File: src/rtl/activity_mon_pkg.sv
// rtl/activity_mon_pkg.sv - shared types and defaults for the activity monitor
package activity_mon_pkg;

    typedef enum logic [1:0] {
        IDLE    = 2'd0,
        QUAL_HI = 2'd1,
        ACTIVE  = 2'd2,
        QUAL_LO = 2'd3
    } state_t;

    localparam int DEBOUNCE_DEF = 4;
    localparam int CNT_W_DEF    = 16;
    localparam int TSTAMP_W     = 32;

endpackage

File: src/rtl/activity_debounce.sv
// rtl/activity_debounce.sv - four-state debounce FSM producing active level and event strobe
module activity_debounce
    import activity_mon_pkg::*;
#(
    parameter int DEBOUNCE = DEBOUNCE_DEF
) (
    input  logic clk,
    input  logic reset,
    input  logic any_in,
    output logic active,
    output logic evt_pulse
);

    // Count value reached on the last qualifying sample before the level is accepted
    localparam logic [7:0] QUAL_LAST = 8'(DEBOUNCE - 1);

    state_t     state;
    state_t     state_nxt;
    logic [7:0] qcnt;
    logic [7:0] qcnt_nxt;
    logic       active_nxt;
    logic       pulse_nxt;

    // State, qualification count and registered outputs
    always_ff @(posedge clk) begin
        if (reset) begin
            state     <= IDLE;
            qcnt      <= 8'd0;
            active    <= 1'b0;
            evt_pulse <= 1'b0;
        end else begin
            state     <= state_nxt;
            qcnt      <= qcnt_nxt;
            active    <= active_nxt;
            evt_pulse <= pulse_nxt;
        end
    end

    // Next-state decode; the strobe is raised only on the QUAL_HI -> ACTIVE transition
    always_comb begin
        state_nxt = state;
        qcnt_nxt  = qcnt;
        pulse_nxt = 1'b0;
        case (state)
            IDLE: begin
                if (any_in) begin
                    state_nxt = QUAL_HI;
                    qcnt_nxt  = 8'd1;
                end
            end
            QUAL_HI: begin
                if (!any_in) begin
                    state_nxt = IDLE;
                    qcnt_nxt  = 8'd0;
                end else if (qcnt == QUAL_LAST) begin
                    state_nxt = ACTIVE;
                    qcnt_nxt  = 8'd0;
                    pulse_nxt = 1'b1;
                end else begin
                    qcnt_nxt  = qcnt + 8'd1;
                end
            end
            ACTIVE: begin
                if (!any_in) begin
                    state_nxt = QUAL_LO;
                    qcnt_nxt  = 8'd1;
                end
            end
            QUAL_LO: begin
                if (any_in) begin
                    state_nxt = ACTIVE;
                    qcnt_nxt  = 8'd0;
                end else if (qcnt == QUAL_LAST) begin
                    state_nxt = IDLE;
                    qcnt_nxt  = 8'd0;
                end else begin
                    qcnt_nxt  = qcnt + 8'd1;
                end
            end
            default: begin
                state_nxt = IDLE;
                qcnt_nxt  = 8'd0;
            end
        endcase
        active_nxt = (state_nxt == ACTIVE) || (state_nxt == QUAL_LO);
    end

endmodule

File: src/rtl/activity_monitor.sv
// rtl/activity_monitor.sv - debounced activity monitor with event counter snapshot; ACTIVITY_MON_TSTAMP_EN adds evt_tstamp
module activity_monitor
    import activity_mon_pkg::*;
#(
    parameter int DEBOUNCE = DEBOUNCE_DEF,
    parameter int CNT_W    = CNT_W_DEF
) (
    input  logic             clk,
    input  logic             reset,
    input  logic             any_in,
    input  logic             clear,
    output logic             active,
    output logic             evt_pulse,
    output logic [CNT_W-1:0] evt_count,
    output logic             cnt_valid,
    input  logic             cnt_ready
`ifdef ACTIVITY_MON_TSTAMP_EN
    ,
    output logic [TSTAMP_W-1:0] evt_tstamp
`endif
);

    localparam logic [CNT_W-1:0] CNT_MAX = {CNT_W{1'b1}};

    logic [CNT_W-1:0] cnt;
    logic [CNT_W-1:0] cnt_nxt;
    logic             changed;
    logic             pending;
    logic             snap_load;
    logic             xfer;

    activity_debounce #(
        .DEBOUNCE (DEBOUNCE)
    ) u_debounce (
        .clk       (clk),
        .reset     (reset),
        .any_in    (any_in),
        .active    (active),
        .evt_pulse (evt_pulse)
    );

    // Counter update: clear wins over an increment, saturated increments are not a change
    always_comb begin
        changed = clear || (evt_pulse && (cnt != CNT_MAX));
        cnt_nxt = cnt;
        if (clear) begin
            cnt_nxt = '0;
        end else if (changed) begin
            cnt_nxt = cnt + CNT_W'(1);
        end
        snap_load = !cnt_valid && (changed || pending);
        xfer      = cnt_valid && cnt_ready;
    end

    // Internal event counter
    always_ff @(posedge clk) begin
        if (reset) begin
            cnt <= '0;
        end else begin
            cnt <= cnt_nxt;
        end
    end

    // Snapshot handshake: load when idle, hold while valid, remember changes seen during a hold
    always_ff @(posedge clk) begin
        if (reset) begin
            evt_count <= '0;
            cnt_valid <= 1'b0;
            pending   <= 1'b0;
        end else if (snap_load) begin
            evt_count <= cnt_nxt;
            cnt_valid <= 1'b1;
            pending   <= 1'b0;
        end else if (xfer) begin
            cnt_valid <= 1'b0;
            if (changed) begin
                pending <= 1'b1;
            end
        end else if (changed) begin
            pending <= 1'b1;
        end
    end

`ifdef ACTIVITY_MON_TSTAMP_EN
    logic [TSTAMP_W-1:0] cyc_cnt;
    logic [TSTAMP_W-1:0] last_ts;
    logic [TSTAMP_W-1:0] ts_nxt;

    // Timestamp of the most recent event, including one firing in the current cycle
    always_comb begin
        ts_nxt = evt_pulse ? cyc_cnt : last_ts;
    end

    // Free-running cycle counter, latest event time and the held timestamp snapshot
    always_ff @(posedge clk) begin
        if (reset) begin
            cyc_cnt    <= '0;
            last_ts    <= '0;
            evt_tstamp <= '0;
        end else begin
            cyc_cnt <= cyc_cnt + TSTAMP_W'(1);
            last_ts <= ts_nxt;
            if (snap_load) begin
                evt_tstamp <= ts_nxt;
            end
        end
    end
`endif

endmodule

File: config.mk
export PLATFORM = sky130hd
export DESIGN_NAME = activity_monitor
export DESIGN_NICKNAME = d
export VERILOG_FILES = /design/src/rtl/activity_mon_pkg.sv /design/src/rtl/activity_debounce.sv /design/src/rtl/activity_monitor.sv
export SDC_FILE = /design/constraint.sdc
export NUM_CORES = 1
export LEC_CHECK = 0
export CORE_ASPECT_RATIO = 0.6
export CORE_MARGIN = 1.5
export CORE_UTILIZATION = 30
export CTS_BUF_LIST = sky130_fd_sc_hd__clkbuf_8
export CTS_CLUSTER_DIAMETER = 80
export DETAILED_ROUTE_END_ITERATION = 8
export GPL_TIMING_DRIVEN = 0
export SLEW_MARGIN = 10
export SYNTH_ARGS = -nofsm -noshare
export SYNTH_HDL_FRONTEND = slang
export SYNTH_SLANG_ARGS = --single-unit
File: constraint.sdc
create_clock -name clk -period 1.6 [get_ports clk]
set_input_delay 0.24 -clock clk [delete_from_list [all_inputs] [get_ports clk]]
set_output_delay 0.24 -clock clk [all_outputs]
set_load 0.01 [all_outputs]
=== Yosys cells after proc, flatten, opt, wreduce, memory -nomap -nowiden ===
Index checks and enable logic that the tools add are counted.
W data, S select, Z words.

* Logic and storage cells: 51
* Output and inout port bits: 19
* Register bits after elaboration: 46
* Bits of input ports: 5

* Mux-type cells: 18
* $add $sub $neg: 2
* Bitwise logic cells: 2
* Eq/ne operators: 9
* Reductions and logical operators: 12

{| class="wikitable"
|+ Operator list
! operator !! count
|-
| $mux W8 || 5
|-
| $mux W16 || 2
|-
| $pmux W8 S4 || 1
|-
| $add A16 B1 Y16 const B || 1
|-
| $ne A16 B16 Y1 const B || 1
|-
| $mux W2 || 6
|-
| $add A8 B1 Y8 const B || 1
|-
| $eq A2 B2 Y1 const B || 4
|-
| $eq A8 B2 Y1 const B || 1
|-
| $pmux W2 S4 || 1
|-
| $ne A2 B2 Y1 const B || 2
|-
| $logic_and A1 B1 Y1 || 3
|-
| $logic_or A1 B1 Y1 || 3
|-
| $mux W1 || 3
|-
| $reduce_or A3 Y1 || 1
|-
| $eq A2 B1 Y1 const B || 1
|-
| $logic_not A2 Y1 || 1
|-
| $not A1 Y1 || 2
|-
| $reduce_and A2 Y1 || 1
|-
| $reduce_bool A2 Y1 || 1
|-
| $reduce_or A2 Y1 || 1
|-
| $logic_not A1 Y1 || 1
|}

=== Logic depth before layout (Yosys ltp) ===
Gate-level depths: netlist (run 1).

* Word-level depth: 6
* Depth in mapped cells: 7
* Gate-level depth less buffers: 6

=== By module ===
A second synthesis (run 1) with hierarchy kept.

* Cell total of the unflattened synthesis: 228
* Area, all modules: 2184.6 sq um

{| class="wikitable"
|+ Modules (own cells, without submodules)
! module !! cells each !! area each (sq um) !! instances !! sequential area each (sq um)
|-
| activity_monitor || 175 || 1611.5 || 1 || 680.7
|-
| activity_debounce || 53 || 573.0 || 1 || 220.2
|}

=== Worst setup path after synthesis (run 1) ===
No wires, ideal clock.

* Path kind: register to register
* Start point: reg u_debounce.qcnt[0]
* End point: reg u_debounce.qcnt[3]
* Path buffers: 0
* Clock period less this slack: 1.744 ns
* Path slack: -0.144 ns
* Library setup time: 0.134 ns
* Cell stages (with the launch flop): 7
* Required time: 1.466 ns
* Arrival time: 1.611 ns
* Cell sequence: dfxtp_1 -> ha_1 -> or4b_1 -> o211ai_1 -> nor3_1 -> a31oi_1 -> a21oi_1

* Longest elaborated chain between the ends: 4
* Elaborated cells on any way between the ends: 6
* Those cells by class: add/sub: 1; eq/ne: 1; mux: 4

{| class="wikitable"
|+ RTL lines
! element !! RTL line !! RTL
|-
| start, declared || activity_debounce.sv:19 || <nowiki>logic [7:0] qcnt;</nowiki>
|-
| start signal, assigned || activity_debounce.sv:33 || <nowiki>qcnt <= qcnt_nxt;</nowiki>
|-
| $add A8 B1 Y8 / $eq A8 B2 Y1 (equally long branches) || -- ||
|-
| $mux W8 * || activity_debounce.sv:55, activity_debounce.sv:73 ||
|-
| $mux W8, on equally long branches || activity_debounce.sv:70, activity_debounce.sv:52 ||
|-
| $pmux W8 S4 * || activity_debounce.sv:44 || <nowiki>case (state)</nowiki>
|}

Mark *: on every way between the ends. The rest lies on a longest branch, timed or not.
A chain may end at the register's enable or synchronous reset.

=== Worst setup path after layout (run 1) ===
* Start point: reg cnt[8]
* End point: reg evt_count[0]

* Longest elaborated chain between the ends: 5
* Elaborated cells on any way between the ends: 7
* Those cells by class: eq/ne: 1; mux: 2; reduce/logical: 4

{| class="wikitable"
|+ RTL lines
! element !! RTL line !! RTL
|-
| start, declared || activity_monitor.sv:25 || <nowiki>logic [CNT_W-1:0] cnt;</nowiki>
|-
| start signal, assigned || activity_monitor.sv:60 || <nowiki>cnt <= cnt_nxt;</nowiki>
|-
| $ne A16 B16 Y1 * || activity_monitor.sv:44 || <nowiki>changed = clear || (evt_pulse && (cnt != CNT_MAX));</nowiki>
|-
| $logic_and A1 B1 Y1 * || activity_monitor.sv:44 ||
|-
| $logic_or A1 B1 Y1 * || activity_monitor.sv:44 ||
|-
| $mux W16 / $logic_or A1 B1 Y1 (equally long branches) || activity_monitor.sv:48, activity_monitor.sv:51 ||
|-
| $mux W16 / $logic_and A1 B1 Y1 (equally long branches) || activity_monitor.sv:46, activity_monitor.sv:51 ||
|-
| end signal, assigned || activity_monitor.sv:71 || <nowiki>evt_count <= cnt_nxt;</nowiki>
|-
| end, declared || activity_monitor.sv:14 || <nowiki>output logic [CNT_W-1:0] evt_count,</nowiki>
|}

Marked as above.

==> results of run 1 <==
[cell usage after synthesis (2+ instances only)]
master,number
dfxtp_1,46
a31oi_1,3
nand3_1,14
ha_1,2
xor2_1,9
nor2_1,41
nor3_1,9
o21ai_0,7
xnor2_1,2
inv_1,3
a21oi_1,12
o21ai_1,2
nor4b_1,2
nand2b_1,4
o21a_1,2
nand3b_1,2
mux2i_1,5
o2111ai_1,3
o2bb2ai_1,9
and3_1,4
nand2_1,14
o211ai_1,3
or3_1,2
clkbuf_1,5
[area by class of cell]
cell class / instances / area, sq um
fill: 624 / 3590
multi-input combinational: 176 / 1390
sequential: 46 / 975
timing repair buffer: 49 / 433
tap: 87 / 109
clock buffer: 6 / 82.6
buffer: 7 / 42.5
inverter: 3 / 11.3
clock inverter: 2 / 8.76
[final timing paths]
check,start,endpoint,depth (start not counted),slack [ns]
min,clear,pending,3,0.37
min reg2reg,evt_count[4],evt_count[4],2,0.47
max,cnt[8],evt_count[0],6,-0.15
max reg2reg,cnt[8],evt_count[0],6,-0.15
[logic make-up (layout without fill, tap and decap cells)]
family | Yosys count | in the layout | share of synthesized area
compound gates | 49 | 49 | 0.175
xor+xnor | 11 | 11 | 0.0471
fa+ha+maj | 2 | 2 | 0.0122
buf+inv | 10 | 67 | 0.0208
flops | 46 | 46 | 0.450
mux | 5 | 5 | 0.0245
simple gates | 108 | 109 | 0.270
[per-stage QoR]
stage / setup slack [ns] / total power, mW / TNS, ns
after detailed placement: -0.455 / 1.32 / -12.04
after CTS: -0.104 / 2.06 / -1.60
after global placement: -0.441 / 1.31 / -11.37
after floorplan: -0.0399 / 1.27 / -0.179
final: -0.149 / 2.06 / -2.47
after global routing: -0.271 / 2.15 / -4.94
[flip-flops by register name, summed over array words and instances (netlist names)]
register / flops
u_debounce.state: 2
cnt_valid: 1
u_debounce.active: 1
u_debounce.evt_pulse: 1
evt_count: 16
pending: 1
u_debounce.qcnt: 8
cnt: 16
[what timing repair did]
action / 4_1_cts / 5_1_grt
buffers inserted: 13 / 12
pin swaps: 14 / 17
setup endpoints to repair: 41 / 38
resized for setup: 35 / 39
cloned: 2 / 1
[power by group]
part	total, mW	switching [mW]	internal [mW]
sequential	1.15	0.0129	1.14
clock	0.737	0.395	0.343
combinational	0.175	0.106	0.0684
[worst register-to-register path, stage by stage, from the launching register on]
cell and delay (ns):
dfxtp_4 0.38, nand4_4 0.13, or2_4 0.26, o41a_1 0.44
nor2_4 0.20, buf_6 0.16, a22o_1 0.14
[layer usage]
layer  routed length, microns  vias to the layer above  track usage
li1                         -                      959            -
met5                        0                        -            0
met1                     3070                      949        0.259
met2                     2320                       62        0.217
met4                      114                        0       0.0536
met3                      438                       10       0.0450
==> flow_metrics.env, run 1 <==
export IMPL_status="complete, but fails checks"
export IMPL_violations="setup timing"
export IMPL_synth_top_cell_area_share=0.450
export IMPL_fmax_ghz=0.572
export IMPL_synthCells=231
export IMPL_synth_edf_count=0
export IMPL_dp_hpwl_microns=3670
export IMPL_core_sq_um=6650
export IMPL_place_area_sq_um=2460
export IMPL_die_h_microns=67.0
export IMPL_clk_pin_slew_ns=0.09
export IMPL_clkSinkCount=46
export IMPL_grt_setup_unrepaired="yes"
export IMPL_hold_class="in -> reg"
export IMPL_num_antenna_cells=0
export IMPL_tightestPinTransition_ns=0.818
export IMPL_crit_path_end_kind="register"
export IMPL_gr_total_overflow=0
export IMPL_drc=0
export IMPL_ios=24
export IMPL_cp_max_fo=5
export IMPL_drtIter0Drc=124
export IMPL_start_kind="register"
export IMPL_utilization=0.459
export IMPL_vias_per_cell=5.27
export IMPL_yosysSeqAreaShare=0.450
export IMPL_grt_max_degree=14
export IMPL_max_stage_delay_ns=0.44
export IMPL_wl_per_cell_microns=15.8
export IMPL_min_period_ns=1.75
export IMPL_final_cell_mix="35 x nor2_1, 25 x dfxtp_1, 24 x buf_4"
export IMPL_slew_viol_final=0
export IMPL_whs_ns=0.366
export IMPL_final_area_sq_um=3050
export IMPL_die_area_sq_um=7340
export IMPL_cts_tree="yes"
export IMPL_drive_gt1_frac=0.367
export IMPL_io_buffers=22
export IMPL_hold_viol_final=0
export IMPL_setup_violations=29
export IMPL_htree_levels=2
export IMPL_mappedNetlistArea_sq_um=2050
export IMPL_syn_area_per_cell_sq_um=8.86
export IMPL_layout_setup_ws_ns=-0.149
export IMPL_post_route_period_util=1.09
export IMPL_fin_cells=376
export IMPL_grt_pass1_vias=1756
export IMPL_routed_via_count=1980
export IMPL_syn2layout_area_growth_pct=49.3
export IMPL_drt_pre_antenna_iters=4
export IMPL_critPathArrivalTime_ns=1.99
export IMPL_fp_dieW_microns=110
export IMPL_synth_main_ff_cell="dfxtp_1"
export IMPL_p_leak_nw=1.04
export IMPL_cts_hold_buf=0
export IMPL_cts_root_buf="clkbuf_8"
export IMPL_skew_ns=0.00890
export IMPL_cap_viol_max_count=0
export IMPL_synth_async_reset_ratio=0
export IMPL_slew_headroom=0.452
export IMPL_worstSkewPairLatency_ns=0.30
export IMPL_p_per_area_nw_per_um2=675
export IMPL_synth_cell_types=50
export IMPL_synth_nets=238
export IMPL_crit_buf_inv=1
export IMPL_yosys_area_top_type="dfxtp_1"
export IMPL_synth_seq_cells=46
export IMPL_ys_warn_count=0
export IMPL_dp_cells=340
export IMPL_rows=23
export IMPL_drtAntennaViolNets=0
export IMPL_numCtsBuffers=5
export IMPL_nets=295
export IMPL_postRouteWirelength_microns=5940
export IMPL_cp_top_family="simple AND/OR/NAND/NOR gates"
export IMPL_max_vdd_ir_drop_mv=0.402
export IMPL_cp_slowest_cell="o41a_1"
export IMPL_criticalPathCategory="reg -> reg"
export IMPL_synth_area_leaders="dfxtp_1 45%, nor2_1 7.5%, o2bb2ai_1 3.9%"
export IMPL_gp_congestion=0.886
export IMPL_required_ns=1.84
export IMPL_layout_commonest_cell="nor2_1"
export IMPL_antenna_found_initial=0
export IMPL_grt_use_total=0.168
export IMPL_start_util=0.308
export IMPL_grt_pass1_wl_microns=9090
export IMPL_path_cells="nand4_4 > or2_4 > o41a_1 > nor2_4 > buf_6 > a22o_1"
export IMPL_clockBufferDepth=2
Power figures use the tool's default switching activity.
==> run 2, diff against run 1 <==
--- a/config.mk
+++ b/config.mk
@@ -12,6 +12,7 @@
 export CTS_CLUSTER_DIAMETER = 80
 export DETAILED_ROUTE_END_ITERATION = 8
 export GPL_TIMING_DRIVEN = 0
+export REMOVE_ABC_BUFFERS = 1
 export SLEW_MARGIN = 10
 export SYNTH_ARGS = -nofsm -noshare
 export SYNTH_HDL_FRONTEND = slang
==> run 2 against run 1 <==
  * The run still ends with setup timing left
  * Sequential power barely moved
  * Critical path depth did not move
  * First-iteration DRC count fell by 8.1%
  * Highest routed layer unchanged
  * Clock skew rose by 0.0027 ns
==> flow_metrics.env, run 2 (same netlist as run 1, synthesis figures left out) <==
export IMPL_status="complete, but fails checks"
export IMPL_violations="setup timing"
export IMPL_fin_cells=357
export IMPL_grt_use_total=0.154
export IMPL_drive_gt1_frac=0.285
export IMPL_crit_path_end_kind="register"
export IMPL_routed_via_count=1822
export IMPL_drt_pre_antenna_iters=4
export IMPL_layout_setup_ws_ns=-0.170
export IMPL_worstRegToRegCells=6
export IMPL_fp_dieW_microns=110
export IMPL_nets=277
export IMPL_grt_pass1_wl_microns=8670
export IMPL_skew_ns=0.0116
export IMPL_clockBufferDepth=2
export IMPL_critPathArrivalTime_ns=2.01
export IMPL_htree_levels=2
export IMPL_drtAntennaViolNets=0
export IMPL_top_regs="cnt (16), evt_count (16), u_debounce.qcnt (8)"
export IMPL_final_cell_mix="36 x nor2_1, 28 x dfxtp_1, 21 x clkdlybuf4s50_1"
export IMPL_required_ns=1.84
export IMPL_io_buffers=23
export IMPL_start_util=0.308
export IMPL_slew_viol_final=0
export IMPL_syn2layout_area_growth_pct=38.9
export IMPL_crit_cells=6
export IMPL_p_per_area_nw_per_um2=767
export IMPL_grt_max_degree=25
export IMPL_cap_viol_max_count=0
export IMPL_drtIter0Drc=114
export IMPL_fmax_ghz=0.565
export IMPL_clkSinkCount=46
export IMPL_place_area_sq_um=2350
export IMPL_crit_buf_inv=1
export IMPL_max_vdd_ir_drop_mv=0.389
export IMPL_grt_setup_unrepaired="yes"
export IMPL_start_kind="register"
export IMPL_crit_start="cnt[8]"
export IMPL_cp_top_family="compound AO/OA/AOI/OAI gates"
export IMPL_timing_rr_end="evt_count[0]"
export IMPL_grt_pass1_vias=1812
export IMPL_timing_rr_start="cnt[8]"
export IMPL_num_antenna_cells=0
export IMPL_tightestPinTransition_ns=0.546
export IMPL_cp_slowest_cell="o41a_4"
export IMPL_path_cells="nand4_4 > or2_4 > o41a_4 > nor2_4 > buf_12 > a22o_1"
export IMPL_gr_total_overflow=0
export IMPL_criticalPathCategory="reg -> reg"
export IMPL_die_h_microns=67.0
export IMPL_layout_commonest_cell="nor2_1"
export IMPL_crit_end="evt_count[0]"
export IMPL_p_total_mw=2.18
export IMPL_cts_root_buf="clkbuf_8"
export IMPL_cp_max_fo=11
export IMPL_numCtsBuffers=5
export IMPL_die_area_sq_um=7340
export IMPL_core_sq_um=6650
export IMPL_p_leak_nw=0.968
export IMPL_hold_class="reg -> reg"
export IMPL_whs_ns=0.467
export IMPL_rows=23
export IMPL_place_ws_ns=-1.02
export IMPL_antenna_found_initial=0
export IMPL_drc=0
export IMPL_max_stage_delay_ns=0.54
export IMPL_worstSkewPairLatency_ns=0.31
export IMPL_setup_violations=24
export IMPL_post_route_period_util=1.11
export IMPL_wl_per_cell_microns=14.8
export IMPL_cts_tree="yes"
export IMPL_postRouteWirelength_microns=5270
export IMPL_dp_hpwl_microns=3290
export IMPL_utilization=0.427
export IMPL_fin_tns_setup_ns=-3.00
export IMPL_ios=24
export IMPL_min_period_ns=1.77
export IMPL_cts_hold_buf=0
export IMPL_gp_congestion=0.818
export IMPL_dp_cells=334
export IMPL_slew_headroom=0.635
export IMPL_hold_viol_final=0
export IMPL_vias_per_cell=5.10
export IMPL_reg2reg_slack_ns=-0.17
export IMPL_clk_pin_slew_ns=0.08
export IMPL_final_area_sq_um=2840
-- run 2: worst min path at each step --
stage,from,endpoint,slack [ns],depth (start not counted)
floorplan,reset,evt_count[14],0.30,1
global placement,evt_count[7],evt_count[7],0.45,1
detailed placement,evt_count[10],evt_count[10],0.45,1
CTS,evt_count[12],evt_count[12],0.47,1
global route,evt_count[9],evt_count[9],0.48,1
finish,evt_count[12],evt_count[12],0.47,1
-- run 2: per-layer routing --
metal  track usage  vias to the layer above  wire (microns)
met5             0                        -               0
met4        0.0341                        0              30
met3        0.0489                        4             261
met2         0.216                       42            2200
met1         0.227                      871            2780
li1              -                      905               -
-- run 2: timing repair --
item	CTS	global route
gates resized for setup	55	18
pin swaps	12	6
endpoints found under the setup margin	42	37
setup buffers	13	3
-- run 2: power breakdown --
group	switching, mW	total [mW]	internal, mW
Sequential	0.0104	1.15	1.14
Clock	0.380	0.880	0.500
Combinational	0.0845	0.149	0.0645
-- run 2: worst reg2reg max path: cells and delay by family, from the launching register on --
| family | cells | cell delay [ns] |
|---|---|---|
| flops | 1 | 0.37 |
| buf+inv | 1 | 0.14 |
| simple gates | 3 | 0.52 |
| compound gates | 2 | 0.68 |
-- run 2: layout make-up --
cell class	count	area, sq um
Clock inverter	1	30.0
Timing Repair Buffer	39	370
Tap cell	87	109
Inverter	3	11.3
Clock buffer	6	82.6
Multi-Input combinational cell	175	1270
Sequential cell	46	963
Fill cell	637	3810
